$ cat config.mk
export PLATFORM = sky130hd
export DESIGN_NAME = cluster_mem_responder
export DESIGN_NICKNAME = d
export VERILOG_FILES = /design/src/rtl/cluster_mem_responder.sv
export SDC_FILE = /design/constraint.sdc
export NUM_CORES = 1
export LEC_CHECK = 0
export CAP_MARGIN = 5
export CORE_AREA = 2 2 209 211
export CTS_CLUSTER_SIZE = 24
export DETAILED_ROUTE_END_ITERATION = 10
export DIE_AREA = 0 0 211 213
export SYNTH_ARGS = -nofsm -noshare
export SYNTH_HDL_FRONTEND = slang
export SYNTH_SLANG_ARGS = --single-unit
$ cat constraint.sdc
create_clock -name CLK -period 2.9 [get_ports CLK]
set_clock_uncertainty 0.05 [all_clocks]
set_input_delay 0.725 -clock CLK [delete_from_list [all_inputs] [get_ports CLK]]
set_output_delay 0.725 -clock CLK [all_outputs]
set_load 0.005 [all_outputs]
$ cat src/rtl/cluster_mem_responder.sv
`default_nettype none
// +----------------------------------------------------------------------------+
// | Module      : cluster_mem_responder                                        |
// | Description : Single-transaction load/store responder between the hart     |
// |               cluster request port and a 128-bit line-oriented back end.   |
// | Revision    : 1.0 - initial release                                        |
// +----------------------------------------------------------------------------+
module cluster_mem_responder #(
  parameter int ADDR_W = 32,
  parameter int LINE_W = 128
) (
  input  logic                CLK,
  input  logic                RST_X,
  input  logic [ADDR_W-1:0]   i_addr,
  input  logic [2:0]          i_ctrl,
  input  logic                i_re,
  input  logic                i_we,
  input  logic [31:0]         i_wdata,
  output logic                o_busy,
  output logic                o_rvalid,
  output logic [31:0]         o_rdata,
  output logic [LINE_W-1:0]   o_line,
  output logic                m_req_valid,
  input  logic                m_req_ready,
  output logic                m_req_we,
  output logic [ADDR_W-5:0]   m_addr,
  output logic [LINE_W-1:0]   m_wdata,
  output logic [LINE_W/8-1:0] m_wmask,
  input  logic                m_rvalid,
  input  logic [LINE_W-1:0]   m_rdata
);

  typedef enum logic [1:0] {
    S_IDLE  = 2'd0,
    S_ISSUE = 2'd1,
    S_WAIT  = 2'd2,
    S_RESP  = 2'd3
  } state_t;

  state_t              r_state;
  state_t              w_next;
  logic [ADDR_W-1:0]   r_addr;
  logic [2:0]          r_ctrl;
  logic [31:0]         r_wdata;
  logic                r_we;
  logic [31:0]         r_rdata;
  logic [LINE_W-1:0]   r_line;

  logic                w_req;
  logic [31:0]         w_word;
  logic [15:0]         w_half;
  logic [7:0]          w_byte;
  logic [31:0]         w_load;
  logic [LINE_W-1:0]   w_wdata;
  logic [LINE_W/8-1:0] w_wmask;

  assign w_req = i_re | i_we;

  always_ff @(posedge CLK) begin
    if (!RST_X) begin
      r_state <= S_IDLE;
    end else begin
      r_state <= w_next;
    end
  end

  always_comb begin
    w_next = r_state;
    case (r_state)
      S_IDLE:  if (w_req) w_next = S_ISSUE;
      S_ISSUE: if (m_req_ready) w_next = r_we ? S_RESP : S_WAIT;
      S_WAIT:  if (m_rvalid) w_next = S_RESP;
      S_RESP:  w_next = S_IDLE;
      default: w_next = S_IDLE;
    endcase
  end

  // Request is latched once in IDLE; write wins when both strobes are high.
  always_ff @(posedge CLK) begin
    if (!RST_X) begin
      r_addr  <= '0;
      r_ctrl  <= '0;
      r_wdata <= '0;
      r_we    <= 1'b0;
      r_rdata <= '0;
      r_line  <= '0;
    end else begin
      if (r_state == S_IDLE && w_req) begin
        r_addr  <= i_addr;
        r_ctrl  <= i_ctrl;
        r_wdata <= i_wdata;
        r_we    <= i_we;
      end
      if (r_state == S_WAIT && m_rvalid) begin
        r_line  <= m_rdata;
        r_rdata <= w_load;
      end
    end
  end

  assign w_word = m_rdata[{r_addr[3:2], 5'd0} +: 32];
  assign w_half = m_rdata[{r_addr[3:1], 4'd0} +: 16];
  assign w_byte = m_rdata[{r_addr[3:0], 3'd0} +: 8];

  always_comb begin
    w_load = w_word;
    case (r_ctrl)
      3'b000:  w_load = {{24{w_byte[7]}}, w_byte};
      3'b001:  w_load = {{16{w_half[15]}}, w_half};
      3'b100:  w_load = {24'd0, w_byte};
      3'b101:  w_load = {16'd0, w_half};
      default: w_load = w_word;
    endcase
  end

  // Store data is replicated across every lane so the mask alone picks the target bytes.
  always_comb begin
    w_wdata = {(LINE_W/32){r_wdata}};
    w_wmask = (LINE_W/8)'(4'hF) << {r_addr[3:2], 2'b00};
    case (r_ctrl)
      3'b000: begin
        w_wdata = {(LINE_W/8){r_wdata[7:0]}};
        w_wmask = (LINE_W/8)'(1'b1) << r_addr[3:0];
      end
      3'b001: begin
        w_wdata = {(LINE_W/16){r_wdata[15:0]}};
        w_wmask = (LINE_W/8)'(2'b11) << {r_addr[3:1], 1'b0};
      end
      default: begin
        w_wdata = {(LINE_W/32){r_wdata}};
        w_wmask = (LINE_W/8)'(4'hF) << {r_addr[3:2], 2'b00};
      end
    endcase
  end

  assign m_req_valid = (r_state == S_ISSUE);
  assign m_req_we    = r_we;
  assign m_addr      = r_addr[ADDR_W-1:4];
  assign m_wdata     = w_wdata;
  assign m_wmask     = r_we ? w_wmask : '0;

  assign o_busy   = (r_state == S_ISSUE) || (r_state == S_WAIT) || (r_state == S_IDLE && w_req);
  assign o_rvalid = (r_state == S_RESP);
  assign o_rdata  = r_rdata;
  assign o_line   = r_line;

endmodule
`default_nettype wire

==> impl.org, run 1 <==
** Power
- Power spread over the standard cell area amounts to 729 nW/um^2.
- Clock share of power :: 25.3%
- Switching Fraction :: 36.3%
- Total power for the finished layout comes to 13.8 mW.
- Registers are responsible for 28.7% of the overall power.
- Largest vdd supply drop :: 0.485 mV
- Combinational logic is responsible for 46.0% of the overall power.
- Power spent charging and discharging nets :: 5.02 mW
- Cell internal power was estimated by the tool at 8.82 mW.
- The analysis attributes to cell leakage a power of 7.17 nW.

** Timing
- The worst pin sits at a relative slew slack of 39.8%.
- Dividing the final minimum period by the clock period gives 100%.
- Hold timing on the final database bottoms out at a slack of 0.410 ns.
- Slew @ Worst Pin :: 0.897 ns
- The final max-slew violation count was 0.
- Smallest setup slack after layout :: -0.0127 ns
- Subtracting the final worst setup slack from the clock period gives 2.91 ns.
- After routing, the total negative slack on setup checks comes to -0.0354 ns.
- Setup violations, final :: 4
- Setup repair after global routing missed its margin :: true
- FMAX :: 0.343 GHz
- Final Hold Fails :: 0

** Setup path
- In this run the worst path has a maximum fanout of 6.
- Cell seen most often among critical-path stages :: buf_6
- The kind of cell with the highest combined delay along the critical path is buffers and inverters.
- List of cells traversed by the critical path :: or2_4 > nor2_4 > buf_6 > buf_6 > mux2_4 > buf_6 > buf_6
- Together, buffers and inverters on the worst path number 4.
- Category of the critical setup timing path :: reg2out
- For the worst setup path, the data arrival time is 2.14 ns.
- Slowest cell on the critical path :: mux2_4
- Kind of end point of the critical path :: primary output
- Element type at the critical path start :: register
- On the worst path, the slowest cell contributes a delay of 0.35 ns.
- For the worst setup path, the data required time is 2.12 ns.

** GRT
- Number of global-route vias before repair :: 12,031
- First-pass GRT wire length :: 78,300 um
- Global routing used 23.4% of the available tracks.
- Entering global routing, the biggest net connects 83 pins.
- For this run the aggregate overflow at the end of global routing stands at 0.
- The initial antenna violation count was 2.

** Clock tree
- After clock tree synthesis, the clock-pin slew on the worst setup and hold paths is 0.06 ns.
- The clock drives 230 sinks.
- TritonCTS clock tree :: done
- Buffers inserted during clock tree synthesis total 28.
- Clock latency reported for the late side of the worst-skew pair :: 0.57 ns
- The clock passes through at most 3 buffers.
- For this design, the CTS-stage hold fixing added 0 buffers.
- In this run the number of H-tree levels came out at 1.
- Root buffer selected by CTS :: clkbuf_16

** Final layout
- Final net count :: 2,128
- The area growth from synthesis to layout is 53.9%.
- After routing the design area is 19,000 um^2.
- Once layout is complete, the utilization of the core stands at 44.5%.
- Ratio of cells with drive above 1 in the final layout :: 14.0%
- Cell Count, Final, Fillers Out :: 2,486

** Floorplanning
- The floorplan step set the die width to 211 um.
- Number of core rows :: 76
- Measured along the y axis, the die boundary spans 213 um.
- Starting density of the core :: 28.9%
- IO Count :: 537
- The die covers 44,900 um^2.
- Core outline area :: 42,700 um^2

** Placed design
- Including well taps, the total number of placed cells is 2,404.
- Area after DPL :: 17,600 um^2
- HPWL reported at the end of detailed placement :: 41,800 um
- Setup WS pre-CTS :: -0.215 ns
- At the end of routability-driven placement, the weighted congestion stood at 0.961.
- Number of buffers inserted by port buffering :: 536

** Synth
- Summing the areas of all xor and xnor instances in the mapped netlist gives 0% of the synthesized area.
- After synthesis, the mean cell area works out to 8.26 um^2.
- Top flip-flop cell by instance count after synthesis :: dfxtp_1
- Cell Area, Synth :: 12,300 um^2
- For this run, asynchronously set or reset flops after synthesis account for 0%.
- The synthesized netlist devotes 0.507% of its cell area to adder and majority cells.
- Mux cell area share after synthesis :: 11.2%
- Synthesis produced a netlist whose cell count is 1,494.
- By area, the combinational part of the netlist is dominated by compound AO/OA/AOI/OAI gates.
- Simple-gate share of the synthesized area :: 17.6%
- In this run, synthesis inferred 0 flip-flops with an integrated enable.
- Net count after synthesis :: 1,700
- Seq/Total Area, Yosys :: 37.3%
- In this run, distinct cell masters in the synthesized netlist total 50.
- Synthesized-area fraction occupied by ao, oa, aoi and oai cells :: 21.1%
- In this run, synthesis produced a sequential element count of 230.
- Total of warnings raised by yosys :: 0

** Routing
- For this run, the detailed router's first-pass iteration total came to 5.
- Number of violations reported at the end of detailed-routing iteration 0 :: 782
- Number of nets with antenna violations after routing :: 0
- Detailed routing inserted a total of 12,130 vias.
- Ratio of routed vias to standard cells :: 4.88
- In the routed design, unresolved DRC markers number 0.
- Dividing the detail-routed wire length by the instance count gives 22.0 um.
- The final layout contains routed wiring with a total length of 54,700 um.

** Status
- Violations in the final reports :: setup timing
- The run finished, with violations left.

** Flow run
- Across the run, the number of max-cap violations was 0.

** Min path
- Kind of path behind the tightest hold check :: reg2reg
==> placed cells by master, fill, tap and decap left out, types with 14 or more instances in the layout <==
master / synthesis / routed
clkbuf_16: 0 / 28
dfxtp_1: 230 / 223
dlymetal6s2s_1: 0 / 14
buf_4: 138 / 69
a21oi_1: 44 / 42
mux4_2: 23 / 23
a21boi_0: 196 / 196
mux2i_1: 62 / 60
nor2_1: 31 / 26
clkdlybuf4s50_1: 0 / 438
dlygate4sd2_1: 0 / 54
nand2_1: 457 / 445
nor2b_1: 18 / 17
a211oi_1: 16 / 16
o21ai_0: 38 / 30
buf_6: 8 / 29
==> cells in the mapped netlist (all sizes together), types with 2 or more instances <==
cell | instances | share of area (%)
buf | 159 | 9.7
mux2i | 62 | 5.0
inv | 6 | 0.18
a221oi | 10 | 0.76
mux2 | 21 | 1.9
o2bb2ai | 8 | 0.57
o21a | 2 | 0.12
a31o | 10 | 0.71
a211oi | 17 | 1.1
nor3 | 5 | 0.28
nor2 | 31 | 0.94
a211o | 2 | 0.14
nand4 | 2 | 0.10
a31oi | 4 | 0.20
nand2 | 457 | 14
a22oi | 4 | 0.24
or2 | 2 | 0.10
o211ai | 2 | 0.12
clkbuf | 81 | 2.5
nand2b | 12 | 0.61
o21ai | 39 | 1.6
mux4 | 23 | 4.2
a21oi | 44 | 1.8
a221o | 5 | 0.41
dfxtp | 230 | 37
ha | 5 | 0.51
o221ai | 9 | 0.64
nand3b | 2 | 0.12
o22ai | 9 | 0.51
a21boi | 196 | 12
nor2b | 18 | 0.91
nand3 | 9 | 0.36
==> sequential cells by signal (all words and copies together) (netlist names) <==
signal / flops
m_req_we: 1
o_line: 128
o_rdata: 32
r_addr: 32
r_ctrl: 3
r_state: 2
r_wdata: 32
==> power groups by stage <==
stage | clock [mW] | combinational (mW) | sequential (mW)
floorplan | 0 | 3.33 | 3.95
global placement | 0 | 6.00 | 4.02
detailed placement | 0 | 6.04 | 4.03
CTS | 3.61 | 6.40 | 3.97
global route | 3.72 | 6.86 | 4.03
finish | 3.50 | 6.36 | 3.98
==> kinds of logic (layout without fill, tap and decap cells) <==
group           Yosys count  count (layout)
compound gates          365             365
fa+ha+maj                 5               5
buf+inv                 247             692
flops                   230             230
mux                     106             106
other cells               0               1
simple gates            541             541
==> worst paths after layout <==
| check | startpoint | endpoint | slack, ns | cells after the start |
|---|---|---|---|---|
| hold / removal | r_addr[29]$_SDFFE_PN0P_ | r_addr[29]$_SDFFE_PN0P_ | 0.41 | 2 |
| hold reg to reg | r_addr[29]$_SDFFE_PN0P_ | r_addr[29]$_SDFFE_PN0P_ | 0.41 | 2 |
| setup reg to reg | r_addr[1]$_SDFFE_PN0P_ | o_rdata[22]$_SDFFE_PN0P_ | 0.09 | 8 |
| setup / recovery | r_ctrl[2]$_SDFFE_PN0P_ | m_wdata[8] | -0.01 | 7 |
==> routing by layer <==
metal / global-route usage, % / vias up / wire, um
met2: 43.3 / 512 / 28000
met5: 0 / - / 12
met1: 25.7 / 5729 / 20700
li1: - / 5809 / -
met3: 6.40 / 78 / 4400
met4: 7.63 / 2 / 1610
==> area by class of cell <==
type / count / area, um^2
clock inverter: 13 / 140
inverter: 7 / 30.0
antenna: 1 / 2.50
multi-input combinational: 1017 / 6420
fill: 4239 / 23700
sequential: 230 / 4620
timing repair buffer: 638 / 6320
tap: 546 / 683
clock buffer: 34 / 763
==> worst reg2reg max path: cells and delay by family, from the launching register on <==
family / cells / cell delay, ns
AND/OR/NAND/NOR: 3 / 1.35
AO/OA/AOI/OAI: 2 / 0.38
buffers and inverters: 3 / 0.48
flip-flops: 1 / 0.38
==> repair_timing <==
item / CTS / global route
resized for setup: 231 / 31
endpoints found under the setup margin: 112 / 46
pin swaps: 7 / 5
cloned: 3 / 0
buffers inserted: 28 / 4
(Power assumes the default switching activity.)
==> run 2, diff against run 1 <==
--- a/config.mk
+++ b/config.mk
@@ -10,6 +10,7 @@
 export CTS_CLUSTER_SIZE = 24
 export DETAILED_ROUTE_END_ITERATION = 10
 export DIE_AREA = 0 0 211 213
+export HOLD_SLACK_MARGIN = 0.03
 export SYNTH_ARGS = -nofsm -noshare
 export SYNTH_HDL_FRONTEND = slang
 export SYNTH_SLANG_ARGS = --single-unit
==> results of run 2 <==
Same layout as run 1: the final DEF is identical, and so are final timing and power.
==> run 3, diff against run 2 <==
--- a/config.mk
+++ b/config.mk
@@ -6,10 +6,10 @@
 export NUM_CORES = 1
 export LEC_CHECK = 0
 export CAP_MARGIN = 5
-export CORE_AREA = 2 2 209 211
+export CORE_AREA = 2 2 206 208
 export CTS_CLUSTER_SIZE = 24
 export DETAILED_ROUTE_END_ITERATION = 10
-export DIE_AREA = 0 0 211 213
+export DIE_AREA = 0 0 208 210
 export HOLD_SLACK_MARGIN = 0.03
 export SYNTH_ARGS = -nofsm -noshare
 export SYNTH_HDL_FRONTEND = slang
==> impl.org, run 3 (synthesis results as in run 1) <==
** Final layout
- Ratio of cells with drive above 1 in the final layout :: 12.5% (-1.5 points)
- Number of flip-flops in the largest register :: 128 (unchanged)
- Share of the core filled with cells in the final layout :: 45.4% (+0.94 points)
- Compared with the post-synthesis result, the final layout area differs by 52.6%.
- Most frequent standard cell in the layout excluding fill and tap cells :: nand2_1
- Leaving out fill and tap cells, the most frequent cells in the layout are 451 x nand2_1, 437 x clkdlybuf4s50_1, 225 x dfxtp_1, 196 x a21boi_0, 63 x buf_4.
- Fillers :: 4,112 (-3.0%)
- The final layout net count came to 2,111 (-0.80%).

** Timing
- Time the worst path needs with I/O delays and setup :: 2.92 ns (+0.00280 ns)
- FMAX :: 0.343 GHz (about the same)
- The slew at the pin closest to its max-slew limit came to 0.853 ns (-0.0432 ns).
- The count of final setup violators is 1 (-3).
- Setup repair after global routing could not meet its margin everywhere.
- The share of the clock period used by the worst path was 101% (about the same).
- Smallest setup slack after layout :: -0.0155 ns (-0.00280 ns)
- The headroom to the max-slew limit is 42.7% (+2.9 points).
- The final max-slew violation count came to 0 (unchanged).
- Final Hold Fails :: 0 (unchanged)

** Setup path
- Slowest cell on the critical path :: clkdlybuf4s50_1
- The critical path starts at r_ctrl[1]$_SDFFE_PN0P_.
- Crit path buffers/inverters :: 3 (-1)
- The data arrival time of the worst path came to 2.14 ns (about the same).
- Register-to-Register Setup Slack :: 0.54 ns (+0.45 ns)
- The largest stage delay on the critical path came to 0.50 ns (+0.15 ns).
- CP delay by family, top :: buffers and inverters
- Number of cells on the critical path :: 5 (-2)
- Element type at the critical path start :: register
- The worst setup path is of the reg2out kind.
- Cell count of the worst reg-to-reg path :: 7 (-1)
- The required time of the worst setup path is 2.12 ns (about the same).
- Startpoint of the worst-slack reg-to-reg timing path :: r_addr[1]$_SDFFE_PN0P_
- The most critical setup path has its endpoint at m_wdata[62].
- The worst register-to-register path ends at o_rdata[9]$_SDFFE_PN0P_.
- The critical-path maximum fanout was 17 (+11).
- STA classifies the critical path endpoint as a primary output.
- List of cells traversed by the critical path :: or2_4 > buf_12 > o21ai_4 > buf_4 > clkdlybuf4s50_1

** Routing
- Detailed-router iteration count before antenna repair :: 5 (unchanged)
- Number of nets with antenna violations after routing :: 0 (unchanged)
- Post-detailed-route wirelength per cell :: 22.0 um (-0.22%)
- The via count of the routed design is 12,194 (+0.53%).
- The DRC violation count after routing came to 0 (unchanged).
- Ratio of routed vias to standard cells :: 4.94 (+1.3%)
- Number of violations reported at the end of detailed-routing iteration 0 :: 726 (-7.2%)
- Drt total wl :: 54,100 um (-1.0%)

** Clock tree
- Clock slew at the register clock pins of the worst setup and hold paths :: 0.06 ns (about the same)
- TritonCTS built the clock tree.
- H-Tree Level Count :: 1 (unchanged)
- The clock insertion delay at the later pin of the skew report came to 0.57 ns (about the same).
- The root buffer cell chosen for the clock tree is clkbuf_16.
- The clock tree buffer depth was 3 (unchanged).
- Number of buffers added by the clock tree synthesis step :: 29 (+3.6%)
- Number of clock sinks :: 230 (unchanged)

** GRT
- The remaining global-route overflow came to 0 (unchanged).
- Largest net degree at the start of global routing :: 82 (-1.2%)
- Overall Global Routing Usage :: 23.9% (+0.50 points)
- Number of global-route vias before repair :: 11,946 (-0.71%)
- First-pass GRT wire length :: 78,800 um (+0.71%)
- The initial antenna violation count came to 2 (unchanged).

** Status
- Violations in the final reports :: setup timing
- Status :: complete, but fails checks

** Power
- Register share of total power :: 28.8% (about the same)
- The part of the total power dissipated in combinational logic was 44.5% (-1.5 points).
- PwrDens :: 734 nW/um^2 (+0.74%)
- The fraction of power spent switching nets came to 36.2% (-0.044 points).
- The clock network fraction of total power came to 26.8% (+1.5 points).
- Power spent charging and discharging nets :: 5.01 mW (-0.18%)
- Total internal power :: 8.82 mW (about the same)
- The peak supply drop is 0.596 mV (+23%).
- The overall power is 13.8 mW (about the same).
- Static Leak :: 6.98 nW (-2.7%)

** Flow run
- Maximum Capacitance Violations :: 0 (unchanged)

** Floorplanning
- Core outline area :: 41,500 um^2 (-2.9%)
- The standard-cell row count came to 75 (-1.3%).
- The number of top-level pins is 537 (unchanged).
- The width of the chip came to 208 um (-1.4%).
- The starting density of the core was 29.8% (+0.85 points).
- DIE HEIGHT :: 210 um (-1.4%)
- Die area :: 43,700 um^2 (-2.8%)

** Min path
- In this run the most critical hold path is launched from r_addr[9]$_SDFFE_PN0P_.
- The number of cells on the worst hold path was 2 (unchanged).
- Kind of path behind the tightest hold check :: reg2reg

** Placed design
- The half-perimeter wire length after placement is 41,700 um (-0.36%).
- The number of port buffers is 536 (unchanged).
- Placer Congestion :: 0.896 (-6.8%)
==> run 3: cell types whose count changed in the layout (fill, tap and decap cells not counted), moves of 4 or more <==
| cell | before | now |
|---|---|---|
| buf_4 | 69 | 63 |
| dlymetal6s2s_1 | 14 | 4 |
| clkinvlp_4 | 5 | 1 |
| dlygate4sd2_1 | 54 | 61 |
| buf_6 | 29 | 11 |
| nand2_2 | 9 | 5 |
| nand2_1 | 445 | 451 |
| clkdlybuf4s15_1 | 7 | 20 |
==> run 3: per-layer routing <==
layer	vias up	routed length (um)	GRT usage [%]
li1	5793	-	-
met1	5714	20800	27.5
met2	575	26300	41.8
met3	112	4290	5.99
met4	0	2740	10.8
met5	-	0	0
==> run 3: cell type report <==
cell class / instances / area, um^2 / area share (%)
multi-input cells: 1017 / 6440 / 34.2
repair buffers: 620 / 6110 / 32.4
clock buffers: 41 / 841 / 4.46
diodes: 2 / 5.00 / 0.0266
inverters: 7 / 26.3 / 0.139
flip-flops and latches: 230 / 4620 / 24.5
well taps: 539 / 674 / 3.58
clock inverters: 10 / 125 / 0.664
==> run 3: through the flow <==
| step | instance area (um^2) | setup WS (ns) | cells | setup TNS, ns | hold slack (ns) |
|---|---|---|---|---|---|
| global placement | 17600 | 0.0861 | 2401 | 0 | 0.399 |
| global route | 18800 | -0.0844 | 2466 | -0.478 | 0.429 |
| floorplan | 12300 | 0.487 | 1494 | 0 | 0.394 |
| CTS | 18800 | -0.143 | 2459 | -0.343 | 0.414 |
| finish | 18800 | -0.0155 | 2466 | -0.0155 | 0.408 |
| detailed placement | 17600 | 0.0722 | 2401 | 0 | 0.406 |
==> run 3: tightest hold or removal path: stages, from the launching register on <==
cell and delay (ns):
dfxtp_1 0.30, nand2_1 0.04, a21boi_0 0.06
==> run 3: power by group through the flow <==
stage	combinational, mW	sequential, mW	clock [mW]
6_report	6.15	3.98	3.70
5_1_grt	6.64	4.03	3.93
4_1_cts	6.15	3.98	3.79
2_1_floorplan	3.33	3.95	0
3_3_place_gp	6.06	4.00	0
3_5_place_dp	6.11	4.02	0
==> run 3: how the worst min path moves through the flow <==
| stage | end | slack, ns |
|---|---|---|
| 2_1_floorplan | r_wdata[16]$_SDFFE_PN0P_ | 0.39 |
| 5_1_grt | o_line[78]$_SDFFE_PN0P_ | 0.43 |
| 3_3_place_gp | r_addr[24]$_SDFFE_PN0P_ | 0.40 |
| 4_1_cts | r_addr[9]$_SDFFE_PN0P_ | 0.41 |
| 3_5_place_dp | r_addr[30]$_SDFFE_PN0P_ | 0.41 |
| 6_report | r_addr[9]$_SDFFE_PN0P_ | 0.41 |
==> run 3: timing repair <==
action	4_1_cts	5_1_grt
resized for setup	177	37
setup buffers	6	4
pin swaps	4	0
hold buffers	0	0
gates cloned	1	1
endpoints found under the hold margin	0	0
endpoints found under the setup margin	111	25
